**src/rtl/pc_sequencer.sv**
```systemverilog
// -----------------------------------------------------------------------------
// pc_sequencer
// Program-counter sequencer with increment, absolute jump, conditional relative
// branch, call/return through a small return-address stack, level halt, a
// program-load freeze and terminal fault reporting on stack over/underflow.
//
// Ports
//   clk_in     : rising-edge clock
//   rst        : synchronous active-high reset (pc=PROG_START, stack empty, RUN)
//   pgm        : program-load mode; freezes sequencing and state
//   halt       : level halt request
//   mem_ready  : instruction word at pc is available; a step may happen
//   br_mode    : 000 inc, 001 jump, 010 cond rel, 011 call, 100 return, else inc
//   br_cond    : branch condition for the relative mode
//   br_target  : absolute target for jump/call
//   br_off     : two's-complement relative offset
//   pc         : current program counter
//   pc_valid   : high while in RUN
//   depth      : occupied return-stack entries
//   fault      : bit0 sticky overflow, bit1 sticky underflow
//   state      : 00 RUN, 01 HALTED, 10 FAULT
// All outputs come straight from registers.
// -----------------------------------------------------------------------------
module pc_sequencer #(
    parameter int              PC_W        = 16,
    parameter int              OFF_W       = 7,
    parameter int              STACK_DEPTH = 4,
    parameter logic [PC_W-1:0] PROG_START  = 16'h000F
) (
    input  logic                             clk_in,
    input  logic                             rst,
    input  logic                             pgm,
    input  logic                             halt,
    input  logic                             mem_ready,
    input  logic [2:0]                       br_mode,
    input  logic                             br_cond,
    input  logic [PC_W-1:0]                  br_target,
    input  logic [OFF_W-1:0]                 br_off,
    output logic [PC_W-1:0]                  pc,
    output logic                             pc_valid,
    output logic [$clog2(STACK_DEPTH+1)-1:0] depth,
    output logic [1:0]                       fault,
    output logic [1:0]                       state
);

    localparam int DW = $clog2(STACK_DEPTH + 1);
    localparam int IW = (STACK_DEPTH > 1) ? $clog2(STACK_DEPTH) : 1;

    typedef enum logic [1:0] {
        ST_RUN    = 2'b00,
        ST_HALTED = 2'b01,
        ST_FAULT  = 2'b10
    } state_e;

    state_e            state_q, state_d;
    logic [PC_W-1:0]   pc_q, pc_d;
    logic [DW-1:0]     depth_q, depth_d;
    logic [1:0]        fault_q, fault_d;
    logic              pc_valid_q, pc_valid_d;

    logic [PC_W-1:0]   stack_q [STACK_DEPTH];

    logic [PC_W-1:0]   pc_inc_s;
    logic [PC_W-1:0]   off_ext_s;
    logic [IW-1:0]     push_idx_s;
    logic [IW-1:0]     pop_idx_s;
    logic              push_en_s;
    logic              stack_full_s;
    logic              stack_empty_s;
    logic              step_s;

    // Shared datapath terms: wrapped increment, sign-extended offset, stack pointers
    always_comb begin
        pc_inc_s      = pc_q + {{(PC_W-1){1'b0}}, 1'b1};
        off_ext_s     = PC_W'($signed(br_off));
        push_idx_s    = IW'(depth_q);
        pop_idx_s     = IW'(depth_q - {{(DW-1){1'b0}}, 1'b1});
        stack_full_s  = (depth_q == DW'(STACK_DEPTH));
        stack_empty_s = (depth_q == {DW{1'b0}});
        // pgm dominates halt and mem_ready; halt takes the edge with no step
        step_s        = (state_q == ST_RUN) && !pgm && !halt && mem_ready;
    end

    // Next-state, next-pc, stack push control and fault logic
    always_comb begin
        state_d   = state_q;
        pc_d      = pc_q;
        depth_d   = depth_q;
        fault_d   = fault_q;
        push_en_s = 1'b0;

        case (state_q)
            ST_RUN: begin
                if (!pgm && halt) begin
                    state_d = ST_HALTED;
                end else begin
                    state_d = ST_RUN;
                end
            end
            ST_HALTED: begin
                if (!pgm && !halt) begin
                    state_d = ST_RUN;
                end else begin
                    state_d = ST_HALTED;
                end
            end
            ST_FAULT: begin
                state_d = ST_FAULT;
            end
            default: begin
                // Unreachable encoding: park safely in FAULT
                state_d = ST_FAULT;
            end
        endcase

        if (step_s) begin
            case (br_mode)
                3'b001: begin
                    pc_d = br_target;
                end
                3'b010: begin
                    if (br_cond) begin
                        pc_d = pc_inc_s + off_ext_s;
                    end else begin
                        pc_d = pc_inc_s;
                    end
                end
                3'b011: begin
                    if (stack_full_s) begin
                        // Overflow: pc holds, no push
                        fault_d[0] = 1'b1;
                        state_d    = ST_FAULT;
                    end else begin
                        push_en_s = 1'b1;
                        depth_d   = depth_q + {{(DW-1){1'b0}}, 1'b1};
                        pc_d      = br_target;
                    end
                end
                3'b100: begin
                    if (stack_empty_s) begin
                        fault_d[1] = 1'b1;
                        state_d    = ST_FAULT;
                    end else begin
                        depth_d = depth_q - {{(DW-1){1'b0}}, 1'b1};
                        pc_d    = stack_q[pop_idx_s];
                    end
                end
                default: begin
                    pc_d = pc_inc_s;
                end
            endcase
        end else begin
            pc_d = pc_q;
        end

        pc_valid_d = (state_d == ST_RUN);
    end

    // Control and pc registers with synchronous reset
    always_ff @(posedge clk_in) begin
        if (rst) begin
            state_q    <= ST_RUN;
            pc_q       <= PROG_START;
            depth_q    <= {DW{1'b0}};
            fault_q    <= 2'b00;
            pc_valid_q <= 1'b1;
        end else begin
            state_q    <= state_d;
            pc_q       <= pc_d;
            depth_q    <= depth_d;
            fault_q    <= fault_d;
            pc_valid_q <= pc_valid_d;
        end
    end

    // Return-address storage; depth alone decides what is reachable, so no reset
    always_ff @(posedge clk_in) begin
        if (push_en_s && !rst) begin
            stack_q[push_idx_s] <= pc_inc_s;
        end
    end

    assign pc       = pc_q;
    assign pc_valid = pc_valid_q;
    assign depth    = depth_q;
    assign fault    = fault_q;
    assign state    = state_q;

endmodule

```
**config.mk**
```make
export PLATFORM = sky130hd
export DESIGN_NAME = pc_sequencer
export DESIGN_NICKNAME = d
export VERILOG_FILES = /design/src/rtl/pc_sequencer.sv
export SDC_FILE = /design/constraint.sdc
export NUM_CORES = 1
export LEC_CHECK = 0
export ABC_AREA = 1
export CORE_ASPECT_RATIO = 0.9
export CORE_UTILIZATION = 52
export DETAILED_ROUTE_END_ITERATION = 8
export PLACE_DENSITY_LB_ADDON = 0.25
export SYNTH_ARGS = -nofsm -noshare
export SYNTH_HDL_FRONTEND = slang
export SYNTH_SLANG_ARGS = --single-unit
```
**constraint.sdc**
```tcl
create_clock -name clk_in -period 2.37 [get_ports clk_in]
set_clock_uncertainty 0.1 [all_clocks]
set_input_delay 0.237 -clock clk_in [delete_from_list [all_inputs] [get_ports clk_in]]
set_output_delay 0.237 -clock clk_in [all_outputs]
set_load 0.05 [all_outputs]
```
==> results.md, run 1 <==
GRT:
- The maximum number of pins on one net before global-route repair is 37.
- The total overflow reported by the global router is 0.
- The number of antenna violations at the first check in global routing is 0.
- In the global route stage, overall resource usage came out at 0.334.
- The global-route wire length before repair is 26.3 mm.
- The via count of the first global-routing pass is 5036.

Critical path:
- The critical path class is flop to flop.
- The most numerous cell type found on the critical path is sky130_fd_sc_hd__nand2_1.
- The endpoint required time on the critical path is 2560 ps.
- The delay of the slowest cell on the worst path is 380 ps.
- Among all stages on the critical path, the largest delay is contributed by sky130_fd_sc_hd__dfxtp_4.
- The worst setup path is launched from a flop.
- Among cell families on the critical path, the largest total delay comes from simple AND/OR/NAND/NOR gates.
- At the worst endpoint, the arrival time is 2960 ps.
- Along the worst path, the maximum fanout reaches 4.
- Walking the worst path, the cells encountered are buf_6 > buf_4 > nand3_4 > nor2_4 > xor2_1 > inv_1 > ha_4 > a21oi_4 > o21ai_4 > nand2_1 > nand3_1 > nand2_1 > nand2_1 > nor2_1 > o21ai_1 > nand2_1 > a21oi_1.
- STA classifies the critical path endpoint as a flop.
- The count of buffering cells on the critical path with inverters included is 3.

Clock tree:
- No sink is reached through more buffers than the 2 on the longest clock path.
- The clock buffer count from CTS is 9.
- TritonCTS built the clock tree.
- In this run the number of H-tree levels came out at 3.
- The clock sink total is 88.
- The buffer type at the clock tree root is sky130_fd_sc_hd__clkbuf_8.
- The latest clock arrival within the worst-skew pair is 370 ps.
- After clock tree synthesis, the clock-pin slew on the worst setup and hold paths is 100 ps.

Floorplanning:
- Pin placement for this block handled 56 I/O pins.
- The x dimension of the die is 108 um.
- In this run the core area contains 34 standard-cell rows.
- The floorplan step set the die height to 97.5 um.
- For this configuration, the core starts out at a cell density of 0.540.
- The die footprint is 0.0105 sq mm.
- After floorplanning, the core was sized to cover 0.00974 sq mm.

Place:
- After legalization and detailed placement, the total HPWL measured 12.2 mm.
- In this run the cell area measured after placement is 0.00680 sq mm.
- The port buffer count is 55.
- At the end of routability-driven placement, the weighted congestion stood at 1.03.
- The placed cell count is 886.

Job:
- The tool flagged a number of max-cap violations equal to 0.

Run status:
- The flow ran to the end, but the final reports show violations.
- The checks that failed: setup timing.

Synth:
- Yosys printed 0 warnings.
- The number of different library cells used by synthesis comes to 51.
- Ranked by total cell area, the synthesized netlist is headed by sky130_fd_sc_hd__edfxtp_1, sky130_fd_sc_hd__nand2_1, sky130_fd_sc_hd__dfxtp_1.
- Among all flip-flop cells after synthesis, the most frequent one is sky130_fd_sc_hd__edfxtp_1.
- Synthesis inferred 88 register bits.
- The number of flops mapped to enable cells by yosys is 64.
- By instance count, the leading cell after synthesis is sky130_fd_sc_hd__nand2_1.
- Of all cell types, the one taking the most synthesized area is sky130_fd_sc_hd__edfxtp_1.
- In the synthesized netlist, the cells that appear most often are sky130_fd_sc_hd__nand2_1, sky130_fd_sc_hd__inv_1, sky130_fd_sc_hd__edfxtp_1.
- The share of flip-flops with an asynchronous set or reset is 0.
- The share of synthesized area in the top cell type comes to 0.365.
- The number of nets produced by synthesis is 698.
- After technology mapping, the gate count stands at 640.
- The cell area after synthesis is 0.00527 sq mm.
- The synthesized area divided by synthesized cell count is 8.23 sq um.
- The sequential element share of the synthesized area is 0.456.

Cells and area:
- The non-filler instance count after layout is 919.
- The fraction of final layout cells with drive strength greater than 1 is 0.358.
- From synthesis to final layout, the design area changed by 47.2%.
- The diode insertion count for antenna repair is 0.
- The area taken by flip-flops and latches is 0.00245 sq mm.
- The total area of multi-input combinational cells is 0.00321 sq mm.
- Fill cells in the final layout number 626.
- The number of nets in the finished design is 846.
- The final design instance area without fill is 0.00775 sq mm.

Timing:
- The number of slew-limit violations in the final report is 0.
- The setup slack of the critical path after layout is -399 ps.
- The final hold violation count came to 0.
- The worst max-slew margin expressed relative to the limit is 0.667.
- The final critical path time including I/O delays and setup is 2770 ps.
- Setup repair after global routing could not meet its margin everywhere.
- Derived from the worst setup path, the maximum achievable clock frequency is 361 MHz.
- The final critical-path share of the clock period is 1.17.
- The transition time of the tightest slew-check pin is 487 ps.
- Setup violations remaining at the end of the flow were counted as 11.

Worst hold path:
- In this run the worst hold path is classified as flop to flop.

Pwr:
- The areal power density over the cells is 488 mW/mm^2.
- The leakage component of the power is 3.17 nW.
- The design draws 0.00378 W.
- Across the VDD grid, the largest voltage drop is 0.000394 V.

Routing:
- The number of vias per cell is 5.80.
- The final routed wire length divided by cell count is 19.7 um.
- The final routed DRC violation total is 0.
- The detailed router placed 5334 vias in this run.
- The detailed router finished its first iteration with 642 violations.
- The number of search-and-repair iterations in the first detailed-routing pass is 7.
- The number of nets still failing antenna checks after routing is 0.
- The final wirelength is 18.1 mm.
-- registers in the layout (all words and copies together) (netlist names) --
signal / cells
state: 2
depth: 3
fault: 2
pc_valid: 1
pc: 16
stack_q: 64
-- tightest hold or removal path: cells and delay by family (launching register included) --
kind | cells | cell delay (ps)
buf+inv | 1 | 50
compound gates | 1 | 60
flops | 1 | 320
-- layer usage --
| layer | global-route usage | up-vias | wire, um |
|---|---|---|---|
| met1 | 0.441 | 2517 | 7170 |
| met4 | 0.0843 | 0 | 627 |
| met2 | 0.541 | 290 | 8710 |
| li1 | - | 2461 | - |
| met5 | 0 | - | 0 |
| met3 | 0.0885 | 66 | 1630 |
-- metrics by stage --
step | TNS [ps] | util | hold WS (ps) | worst slack [ps]
floorplan | -577 | - | 215 | -158
global placement | -1910 | 0.698 | 339 | -291
detailed placement | -2470 | 0.698 | 346 | -323
CTS | -1070 | 0.756 | 361 | -175
global route | -3470 | 0.796 | 381 | -425
finish | -2440 | 0.796 | 362 | -399
-- kinds of logic (layout without fill, tap and decap cells) --
family / count (synthesis) / in the layout / synth area share
buffers and inverters: 106 / 259 / 0.0801
xor gates and xnor gates: 8 / 8 / 0.0133
AOI/OAI and AO/OA: 131 / 131 / 0.148
DFF: 88 / 88 / 0.456
and+or+nand+nor: 281 / 281 / 0.239
adders and majority gates: 26 / 26 / 0.0632
-- timing repair --
item	4_1_cts	5_1_grt
gates cloned	0	0
hold buffers	0	0
setup endpoints to repair	12	12
resized for setup	77	65
buffers inserted	7	10
pin swaps	47	51
-- layout by cell type (no fill, tap or decap), types with 4 or more instances in the layout --
cell type                         Yosys  layout
sky130_fd_sc_hd__nand2_4              1      17
sky130_fd_sc_hd__nor2_2               5       7
sky130_fd_sc_hd__dfxtp_4              0      11
sky130_fd_sc_hd__ha_1                25       6
sky130_fd_sc_hd__clkinv_1             4       4
sky130_fd_sc_hd__o211ai_1             5       5
sky130_fd_sc_hd__buf_12               0       7
sky130_fd_sc_hd__a21oi_1             41      30
sky130_fd_sc_hd__a21oi_4              0       8
sky130_fd_sc_hd__nand3_2              3      10
sky130_fd_sc_hd__clkbuf_8             0       9
sky130_fd_sc_hd__nor2_1              55      42
sky130_fd_sc_hd__clkdlybuf4s50_1      0      55
sky130_fd_sc_hd__a221oi_1             6       6
sky130_fd_sc_hd__nand2_2              5      26
sky130_fd_sc_hd__edfxtp_1            64      64
sky130_fd_sc_hd__dfxtp_1             24      10
sky130_fd_sc_hd__a21oi_2              2       5
sky130_fd_sc_hd__o21ai_1             16      20
sky130_fd_sc_hd__buf_4                0      90
sky130_fd_sc_hd__nand2_1            143     106
sky130_fd_sc_hd__o21ai_0             31      25
sky130_fd_sc_hd__inv_1               75      62
sky130_fd_sc_hd__ha_4                 0      19
sky130_fd_sc_hd__nand3_1             41      33
sky130_fd_sc_hd__inv_2                9      18
sky130_fd_sc_hd__and2_4               0       4
sky130_fd_sc_hd__nand4_1              6       6
sky130_fd_sc_hd__or2_4                1       4
sky130_fd_sc_hd__inv_4                1       4
sky130_fd_sc_hd__nor2_4               2      13
sky130_fd_sc_hd__o22ai_1             10      10
-- power breakdown --
part	internal [W]	switching [W]
registers	0.00166	0.0000157
clock network	0.000414	0.000633
logic	0.000458	0.000602
total	0.00253	0.00125
-- final timing paths --
kind                                             from                    end  slack (ps)  cells past startpoint
worst min register to register  fault[0]$_SDFFE_PP0P_  fault[0]$_SDFFE_PP0P_         360                      2
worst max register to register     pc[1]$_SDFFE_PP1P_    pc[12]$_SDFFE_PP0P_        -400                     17
worst max-delay path               pc[1]$_SDFFE_PP1P_    pc[12]$_SDFFE_PP0P_        -400                     17
worst min-delay path            fault[0]$_SDFFE_PP0P_  fault[0]$_SDFFE_PP0P_         360                      2
-- area by class of cell --
cell class	count	area share
Multi-Input combinational cell	446	0.414
Sequential cell	88	0.316
Timing Repair Buffer	154	0.179
Inverter	89	0.0450
Tap cell	126	0.0203
Clock buffer	9	0.0160
Clock inverter	7	0.00953
Power figures use the tool's default switching activity.
==> inputs of run 2 (changes only) <==
--- a/config.mk
+++ b/config.mk
@@ -11,4 +11,5 @@
 export DETAILED_ROUTE_END_ITERATION = 8
 export PLACE_DENSITY_LB_ADDON = 0.25
+export SLEW_MARGIN = 20
 export SYNTH_ARGS = -nofsm -noshare
 export SYNTH_HDL_FRONTEND = slang
--- a/constraint.sdc
+++ b/constraint.sdc
@@ -3,3 +3,3 @@
 set_input_delay 0.237 -clock clk_in [delete_from_list [all_inputs] [get_ports clk_in]]
 set_output_delay 0.237 -clock clk_in [all_outputs]
-set_load 0.05 [all_outputs]
+set_load 0.01 [all_outputs]
==> run 2 against run 1 <==
  * The flow still finishes with violations (setup timing)
  * Power is 0.14% lower
  * Setup slack better by 70 ps
  * Final area up 2.2%
  * Critical path depth is 1 higher
  * Via count up 6.0%
  * Register-to-register slack better by 70 ps
  * Final cell count is 3.7% higher
  * Fmax increased by 2.6%
  * Critical path type unchanged
==> results.md, run 2 (synthesis gave the netlist of run 1 again) <==
GRT:
- The overall global routing resource usage is 0.345 (+0.0106).
- The via count of the first global-routing pass was 5152 (+2.3%).
- The number of antenna violations at the first check in global routing came to 0 (unchanged).
- The maximum number of pins on one net before global-route repair is 37 (unchanged).
- The total overflow reported by the global router is 0 (unchanged).
- The global-route wire length before repair is 27.0 mm (+2.9%).

Routing:
- The final routed wire length divided by cell count was 20.0 um (+1.5%).
- The number of design-rule violations left by the first detailed-router iteration came to 571 (-11%).
- The number of search-and-repair iterations in the first detailed-routing pass is 5 (-2).
- The final wirelength came to 19.1 mm (+5.3%).
- The final routed DRC violation total is 0 (unchanged).
- The routed via count is 5652 (+6.0%).
- The number of nets still failing antenna checks after routing is 0 (unchanged).
- The number of vias per cell is 5.93 (+2.2%).

Timing:
- The maximum clock frequency is 371 MHz (+2.6%).
- The final setup violation count is 12 (+1).
- The final critical path time including I/O delays and setup is 2700 ps (-69.9 ps).
- The final critical-path share of the clock period came to 1.14 (-0.0295).
- The setup slack of the critical path after layout is -329 ps (+69.9 ps).
- Setup repair after global routing could not meet its margin everywhere.
- The final hold violation count is 0 (unchanged).
- The number of slew-limit violations in the final report is 0 (unchanged).
- The transition time of the tightest slew-check pin is 525 ps (+38.2 ps).
- The worst max-slew margin expressed relative to the limit came to 0.641 (-0.0261).

Critical path:
- STA classifies the critical path startpoint as a flop.
- The most critical setup path has its startpoint at pc[6]$_SDFFE_PP0P_.
- The endpoint required time on the critical path came to 2520 ps (-40 ps).
- The delay of the slowest cell on the worst path was 350 ps (-30 ps).
- The critical-path maximum fanout is 5 (+1).
- The critical path ends at pc[14]$_SDFFE_PP0P_.
- Traced cell by cell, the critical path runs through nand2_2 > nor2_4 > nand2_4 > nor2_4 > nand2_2 > xor2_2 > inv_2 > ha_4 > a21oi_1 > nand2_1 > a21oi_2 > nand2_1 > nand2_1 > nand3_2 > nand2_1 > nand2_1 > nand2_1 > a21oi_2.
- The startpoint identified for the worst register-to-register timing path is pc[6]$_SDFFE_PP0P_.
- The critical path's slowest cell is sky130_fd_sc_hd__dfxtp_2.
- The critical path in this run is classified as flop to flop.
- The element type at the critical path end is a flop.
- The dominant cell type by count on the critical path is sky130_fd_sc_hd__nand2_1.
- The worst register-to-register path ends at pc[14]$_SDFFE_PP0P_.
- The depth of the worst register-to-register path is 18 (+1).
- The arrival time of data at the critical path endpoint is 2840 ps (-120 ps).
- The setup slack of the most critical reg-to-reg path came to -330 ps (+70 ps).

Worst hold path:
- The cell count of the worst hold path was 2 (unchanged).
- The worst hold path belongs to the class flop to flop.

Pwr:
- The combinational power share is 0.285 (+0.005).
- The maximum resistive drop on vdd came to 0.000357 V (-9.5%).
- The net switching share of the total power is 0.313 (-0.0174).
- The clock group share of total power is 0.270 (-0.007).
- The sequential share of power is 0.445 (+0.002).
- The internal power of the cells is 0.00259 W (+2.5%).
- The leakage component of the power is 3.31 nW (+4.5%).
- The total power is 0.00378 W (-0.14%).
- The areal power density over the cells is 477 mW/mm^2 (-2.3%).
- The net switching component of the power is 0.00118 W (-5.4%).

Clock tree:
- The clock buffer count from CTS came to 9 (unchanged).
- TritonCTS built the clock tree.
- CTS placed an instance of sky130_fd_sc_hd__clkbuf_8 at the clock tree root.
- The number of buffers on the longest clock path is 2 (unchanged).
- The number of H-tree levels came to 3 (unchanged).
- The number of buffers added to fix hold violations after cts is 0 (unchanged).
- The clock sink total is 88 (unchanged).
- The latest clock arrival within the worst-skew pair is 370 ps (about the same).
- The clock transition at the registers of the reported paths is 110 ps (about the same).

Floorplanning:
- The die footprint came to 0.0105 sq mm (unchanged).
- The x dimension of the die is 108 um (unchanged).
- The die height is 97.5 um (unchanged).
- The initial cell density of the core came to 0.540 (unchanged).
- The row count was 34 (unchanged).
- The area of the placeable core is 0.00974 sq mm (unchanged).
- The number of I/O pins is 56 (unchanged).

Cells and area:
- The register with the highest flop count is stack_q.
- The core occupancy in the finished layout was 0.813 (+0.0172).
- The final design instance area without fill is 0.00792 sq mm (+2.2%).
- The number of nets in the finished design is 880 (+4.0%).
- The area growth from synthesis to layout is 50.4%.
- The number of flip-flops in the largest register came to 64 (unchanged).
- The non-filler instance count after layout is 953 (+3.7%).
- The fraction of final layout cells with drive strength greater than 1 is 0.387 (+0.0288).
- Leaving out fill and tap cells, the most frequent cells in the layout are sky130_fd_sc_hd__buf_4, sky130_fd_sc_hd__nand2_1, sky130_fd_sc_hd__edfxtp_1, sky130_fd_sc_hd__inv_1, sky130_fd_sc_hd__clkdlybuf4s50_1.
- The diode insertion count for antenna repair is 0 (unchanged).
- The library cell used most frequently in the layout, excluding fill and tap cells, is sky130_fd_sc_hd__buf_4.

Place:
- The placed cell count is 904 (+2.0%).
- The final estimated routing congestion in global placement is 0.974 (-5.4%).
- The total placed instance area is 0.00677 sq mm (-0.50%).
- The detailed placement HPWL is 12.5 mm (+2.6%).
- The port buffer count is 55 (unchanged).

Run status:
- The checks that failed: setup timing.
- The flow ran to the end, but the final reports show violations.

Job:
- The count of max-cap constraint violations was 0 (unchanged).
-- run 2: cell count changes in the layout (fill, tap and decap cells not counted), sizes merged --
cell    before  now
buf         99  133
clkbuf       9   10
inv         88   87
-- run 2: layer usage --
layer / GRT usage / vias up / wire length, um
li1: - / 2529 / -
met1: 0.456 / 2671 / 7480
met2: 0.566 / 369 / 9150
met3: 0.0630 / 83 / 1680
met4: 0.115 / 0 / 776
met5: 0 / - / 0
-- run 2: worst min-delay path by stage --
stage,startpoint,to
floorplan,rst,depth[1]$_SDFFE_PP0P_
global placement,fault[0]$_SDFFE_PP0P_,fault[0]$_SDFFE_PP0P_
detailed placement,fault[0]$_SDFFE_PP0P_,fault[0]$_SDFFE_PP0P_
CTS,fault[0]$_SDFFE_PP0P_,fault[0]$_SDFFE_PP0P_
global route,fault[0]$_SDFFE_PP0P_,fault[0]$_SDFFE_PP0P_
finish,fault[0]$_SDFFE_PP0P_,fault[0]$_SDFFE_PP0P_
-- run 2: through the flow --
step | hold slack, ps | setup WS, ps | TNS, ps
floorplan | 215 | -176 | -11390
global placement | 339 | -366 | -2790
detailed placement | 341 | -355 | -3200
CTS | 356 | -173 | -1230
global route | 406 | -492 | -4000
finish | 389 | -329 | -2520
-- run 2: worst max-delay path: cells and delay by family, from the launching register on --
family | cells | cell delay [ps]
DFF | 1 | 350
xor gates and xnor gates | 1 | 220
adders and majority gates | 1 | 280
and+or+nand+nor | 12 | 1170
buffers and inverters | 1 | 90
AOI/OAI and AO/OA | 3 | 390
-- run 2: final cells by class --
| cell class | count | area [sq um] |
|---|---|---|
| Multi-Input combinational cell | 446 | 3200 |
| Sequential cell | 88 | 2420 |
| Fill cell | 561 | 1820 |
| Timing Repair Buffer | 188 | 1600 |
| Inverter | 89 | 352 |
| Tap cell | 126 | 158 |
| Clock buffer | 10 | 138 |
| Clock inverter | 6 | 50.0 |
-- run 2: power by group through the flow --
stage	registers [W]	clock network, W	logic [W]
after floorplan	0.00172	0	0.000356
after global placement	0.00172	0	0.000721
after detailed placement	0.00172	0	0.000731
after CTS	0.00168	0.00102	0.000897
after global routing	0.00168	0.00107	0.00113
final	0.00168	0.00102	0.00108
-- run 2: what timing repair did --
action / CTS / global route
pin swaps: 48 / 48
gates resized for setup: 85 / 79
endpoints found under the hold margin: 0 / 0
endpoints found under the setup margin: 12 / 12
buffers inserted: 27 / 9
==> inputs of run 3 (changes only) <==
- ABC_AREA: 1 -> not set
- CORE_UTILIZATION: 52 -> 51
==> run 3 against run 2 <==
  * The run still ends with setup timing left
  * Register-to-register slack got worse by 240 ps
  * Count of clock-buffer cells in the layout stayed put
  * Non-clock buffer count is 2 lower
  * Setup slack worse by 240 ps
  * First-iteration DRC count shrank 31%
  * Utilization is 3.9 points lower
  * Critical path type unchanged
  * Largest power group unchanged
==> results.md, run 3 <==
Run status:
- The flow ran to the end, but the final reports show violations.
- The checks that failed: setup timing.

GRT:
- The global-route wire length before repair is 22.9 mm (-15%).
- The number of antenna violations at the first check in global routing is 0 (unchanged).
- The maximum number of pins on one net before global-route repair is 21 (-43%).
- The total overflow reported by the global router was 0 (unchanged).
- The overall global routing resource usage was 0.303 (-0.0422).
- The via count of the first global-routing pass is 4476 (-13%).

Job:
- The count of max-cap constraint violations is 0 (unchanged).

Critical path:
- The worst register-to-register path begins at pc[0]$_SDFFE_PP1P_.
- The worst setup path is captured at a flop.
- The arrival time of data at the critical path endpoint is 3080 ps (+240 ps).
- The critical path class is flop to flop.
- The endpoint required time on the critical path is 2510 ps (about the same).
- The worst setup path is launched from a flop.
- The critical-path maximum fanout came to 6 (+1).
- The worst setup path startpoint is pc[0]$_SDFFE_PP1P_.

Cells and area:
- The number of nets in the finished design came to 686 (-22%).
- The final design instance area without fill is 0.00747 sq mm (-5.7%).
- The top cell types in the final layout, fill and taps aside, are sky130_fd_sc_hd__buf_4, sky130_fd_sc_hd__edfxtp_1, sky130_fd_sc_hd__clkdlybuf4s50_1, sky130_fd_sc_hd__nand2_1, sky130_fd_sc_hd__nor2_1.
- The fraction of final layout cells with drive strength greater than 1 came to 0.395 (+0.00800).
- The diode insertion count for antenna repair is 0 (unchanged).
- The number of flip-flops in the largest register was 64 (unchanged).
- The core occupancy in the finished layout is 0.774 (-0.0392).
- From synthesis to final layout, the design area changed by 47.6%.
- Leaving out fill and tap cells, the most frequent cell in the layout is sky130_fd_sc_hd__buf_4.
- The register with the highest flop count is stack_q.

Clock tree:
- The latest clock arrival within the worst-skew pair is 360 ps (about the same).
- The clock buffer count from CTS was 9 (unchanged).
- TritonCTS built the clock tree.
- The number of H-tree levels is 3 (unchanged).
- The tree is rooted in a sky130_fd_sc_hd__clkbuf_8.
- The number of buffers on the longest clock path is 2 (unchanged).
- The clock sink total is 88 (unchanged).
- The clock transition at the registers of the reported paths is 90 ps (-20 ps).
- The number of buffers added to fix hold violations after cts is 0 (unchanged).

Timing:
- The final critical-path share of the clock period is 1.24 (+0.0992).
- The total negative slack for setup checks came to -3880 ps (-1370 ps).
- The setup slack of the critical path after layout came to -564 ps (-235 ps).
- The number of slew-limit violations in the final report is 0 (unchanged).
- The maximum clock frequency is 341 MHz (-8.0%).
- The final critical path time including I/O delays and setup is 2930 ps (+235 ps).
- The transition time of the tightest slew-check pin was 650 ps (+125 ps).
- The final setup violation count is 10 (-2).
- The worst hold slack across all endpoints came to 400 ps (+10.7 ps).
- Setup repair after global routing could not meet its margin everywhere.
- The final hold violation count is 0 (unchanged).
- The worst max-slew margin expressed relative to the limit is 0.563 (-0.0776).

Floorplanning:
- The x dimension of the die was 107 um (-0.97%).
- The die footprint is 0.0103 sq mm (-1.9%).
- The die height is 96.5 um (-0.97%).
- The initial cell density of the core is 0.524 (-0.0162).
- The number of I/O pins is 56 (unchanged).
- The area of the placeable core is 0.00966 sq mm (-0.87%).
- The row count is 34 (unchanged).

Routing:
- The final routed wire length divided by cell count is 20.2 um (+0.86%).
- The number of search-and-repair iterations in the first detailed-routing pass is 6 (+1).
- The top metal layer carrying routed signals is met4.
- The final routed DRC violation total is 0 (unchanged).
- The routed via count was 4522 (-20%).
- The met1 routed wirelength after detailed routing is 6.27 mm (-16%).
- The number of nets still failing antenna checks after routing is 0 (unchanged).
- The number of design-rule violations left by the first detailed-router iteration came to 393 (-31%).
- The routed length on met2 came to 7.56 mm (-17%).
- The sum of met3 wire segment lengths after detailed routing was 1.22 mm (-28%).
- The number of vias per cell is 5.96 (+0.46%).
- The final wirelength was 15.3 mm (-20%).

Synth:
- In the synthesized netlist the dominant register cell turns out to be sky130_fd_sc_hd__edfxtp_1.
- The most common cell in the synthesized netlist is sky130_fd_sc_hd__edfxtp_1.
- The gate count after technology mapping is 453 (-29%).
- The total of flip-flops plus latches after synthesis was 88 (unchanged).
- After synthesis, the cell types taking the most area are sky130_fd_sc_hd__edfxtp_1, sky130_fd_sc_hd__dfxtp_1, sky130_fd_sc_hd__mux4_2.
- The sequential element share of the synthesized area is 0.475 (+0.0183).
- The synthesized area divided by synthesized cell count is 11.2 sq um (+36%).
- The count of yosys warnings during synthesis is 0 (unchanged).
- The share of flip-flops with an asynchronous set or reset is 0 (unchanged).
- The number of nets produced by synthesis is 511 (-27%).
- The cell area after synthesis came to 0.00506 sq mm (-3.8%).
- The largest total area in the synthesized netlist belongs to sky130_fd_sc_hd__edfxtp_1.
- The proportion of netlist area held by the largest area contributor was 0.380 (+0.0146).
- The number of distinct library cell variants in the gate-level netlist after synthesis is 69 (+35%).
- Ranked by instance count, the synthesized netlist is headed by sky130_fd_sc_hd__edfxtp_1, sky130_fd_sc_hd__nand2_1, sky130_fd_sc_hd__a21oi_1.
- The number of flops mapped to enable cells by yosys is 64 (unchanged).

Place:
- The total placed instance area is 0.00690 sq mm (+2.0%).
- The final estimated routing congestion in global placement is 0.890 (-8.6%).
- The port buffer count is 55 (unchanged).
- The detailed placement HPWL is 10.9 mm (-12%).

Worst hold path:
- The launch instance of the worst min-delay path is fault[1]$_SDFFE_PP0P_.
- The worst hold-check path type is flop to flop.

Pwr:
- The areal power density over the cells is 501 mW/mm^2 (+4.9%).
- The maximum resistive drop on vdd is 0.000292 V (-18%).
- The leakage component of the power was 2.82 nW (-15%).
[run 3: worst paths after layout]
| kind | to | slack, ps | depth (start not counted) |
|---|---|---|---|
| max | pc[15]$_SDFFE_PP0P_ | -560 | 12 |
| min | fault[1]$_SDFFE_PP0P_ | 400 | 2 |
| max reg2reg | pc[15]$_SDFFE_PP0P_ | -560 | 12 |
| min reg2reg | fault[1]$_SDFFE_PP0P_ | 400 | 2 |
[run 3: report_power, final]
| part | switching, W | total, W | internal, W | leakage, nW |
|---|---|---|---|---|
| sequential | 0.0000222 | 0.00169 | 0.00167 | 0.756 |
| combinational | 0.000458 | 0.000936 | 0.000478 | 1.96 |
| clock | 0.000524 | 0.00111 | 0.000589 | 0.106 |
[run 3: routing by layer]
metal,vias up,GRT usage
met5,-,0
met1,2216,0.398
met2,212,0.498
li1,2061,-
met4,0,0.124
met3,33,0.0570
[run 3: cell families (layout without fill, tap and decap cells)]
kind of cell / after synthesis / count (layout) / share of synthesized area
simple gates: 137 / 137 / 0.142
mux: 20 / 20 / 0.0803
compound gates: 115 / 115 / 0.146
buf+inv: 38 / 218 / 0.0393
flops: 88 / 88 / 0.475
xor+xnor: 29 / 29 / 0.0517
fa+ha+maj: 26 / 26 / 0.0657
[run 3: area by class of cell]
| type | instances | area, sq um |
|---|---|---|
| Multi-Input combinational cell | 327 | 2940 |
| Inverter | 16 | 60.1 |
| Timing Repair Buffer | 186 | 1680 |
| Fill cell | 570 | 2190 |
| Clock buffer | 10 | 128 |
| Clock inverter | 6 | 81.3 |
| Tap cell | 126 | 158 |
| Sequential cell | 88 | 2430 |
[run 3: through the flow]
| step | power, W | setup WS (ps) | instances |
|---|---|---|---|
| finish | 0.00374 | -564 | 759 |
| global route | 0.00386 | -638 | 759 |
| CTS | 0.00367 | -479 | 754 |
| detailed placement | 0.00251 | -780 | 723 |
| global placement | 0.00250 | -710 | 723 |
| floorplan | 0.00216 | -389 | 453 |
[run 3: critical path, stage by stage (launching register included)]
cell and delay (ps):
sky130_fd_sc_hd__dfxtp_4 410, sky130_fd_sc_hd__ha_4 170, sky130_fd_sc_hd__nand3_4 130, sky130_fd_sc_hd__nor2_4 150, sky130_fd_sc_hd__and4_4 250, sky130_fd_sc_hd__xor2_4 270
sky130_fd_sc_hd__ha_4 200, sky130_fd_sc_hd__nand4_1 140, sky130_fd_sc_hd__a211oi_2 240, sky130_fd_sc_hd__nor3_2 90, sky130_fd_sc_hd__o21ai_1 240, sky130_fd_sc_hd__mux2i_1 120
sky130_fd_sc_hd__or3_1 310
[run 3: timing repair]
action / in CTS / in global routing
setup buffers: 17 / 5
endpoints found under the setup margin: 11 / 14
pin swaps: 33 / 18
resized for setup: 21 / 21
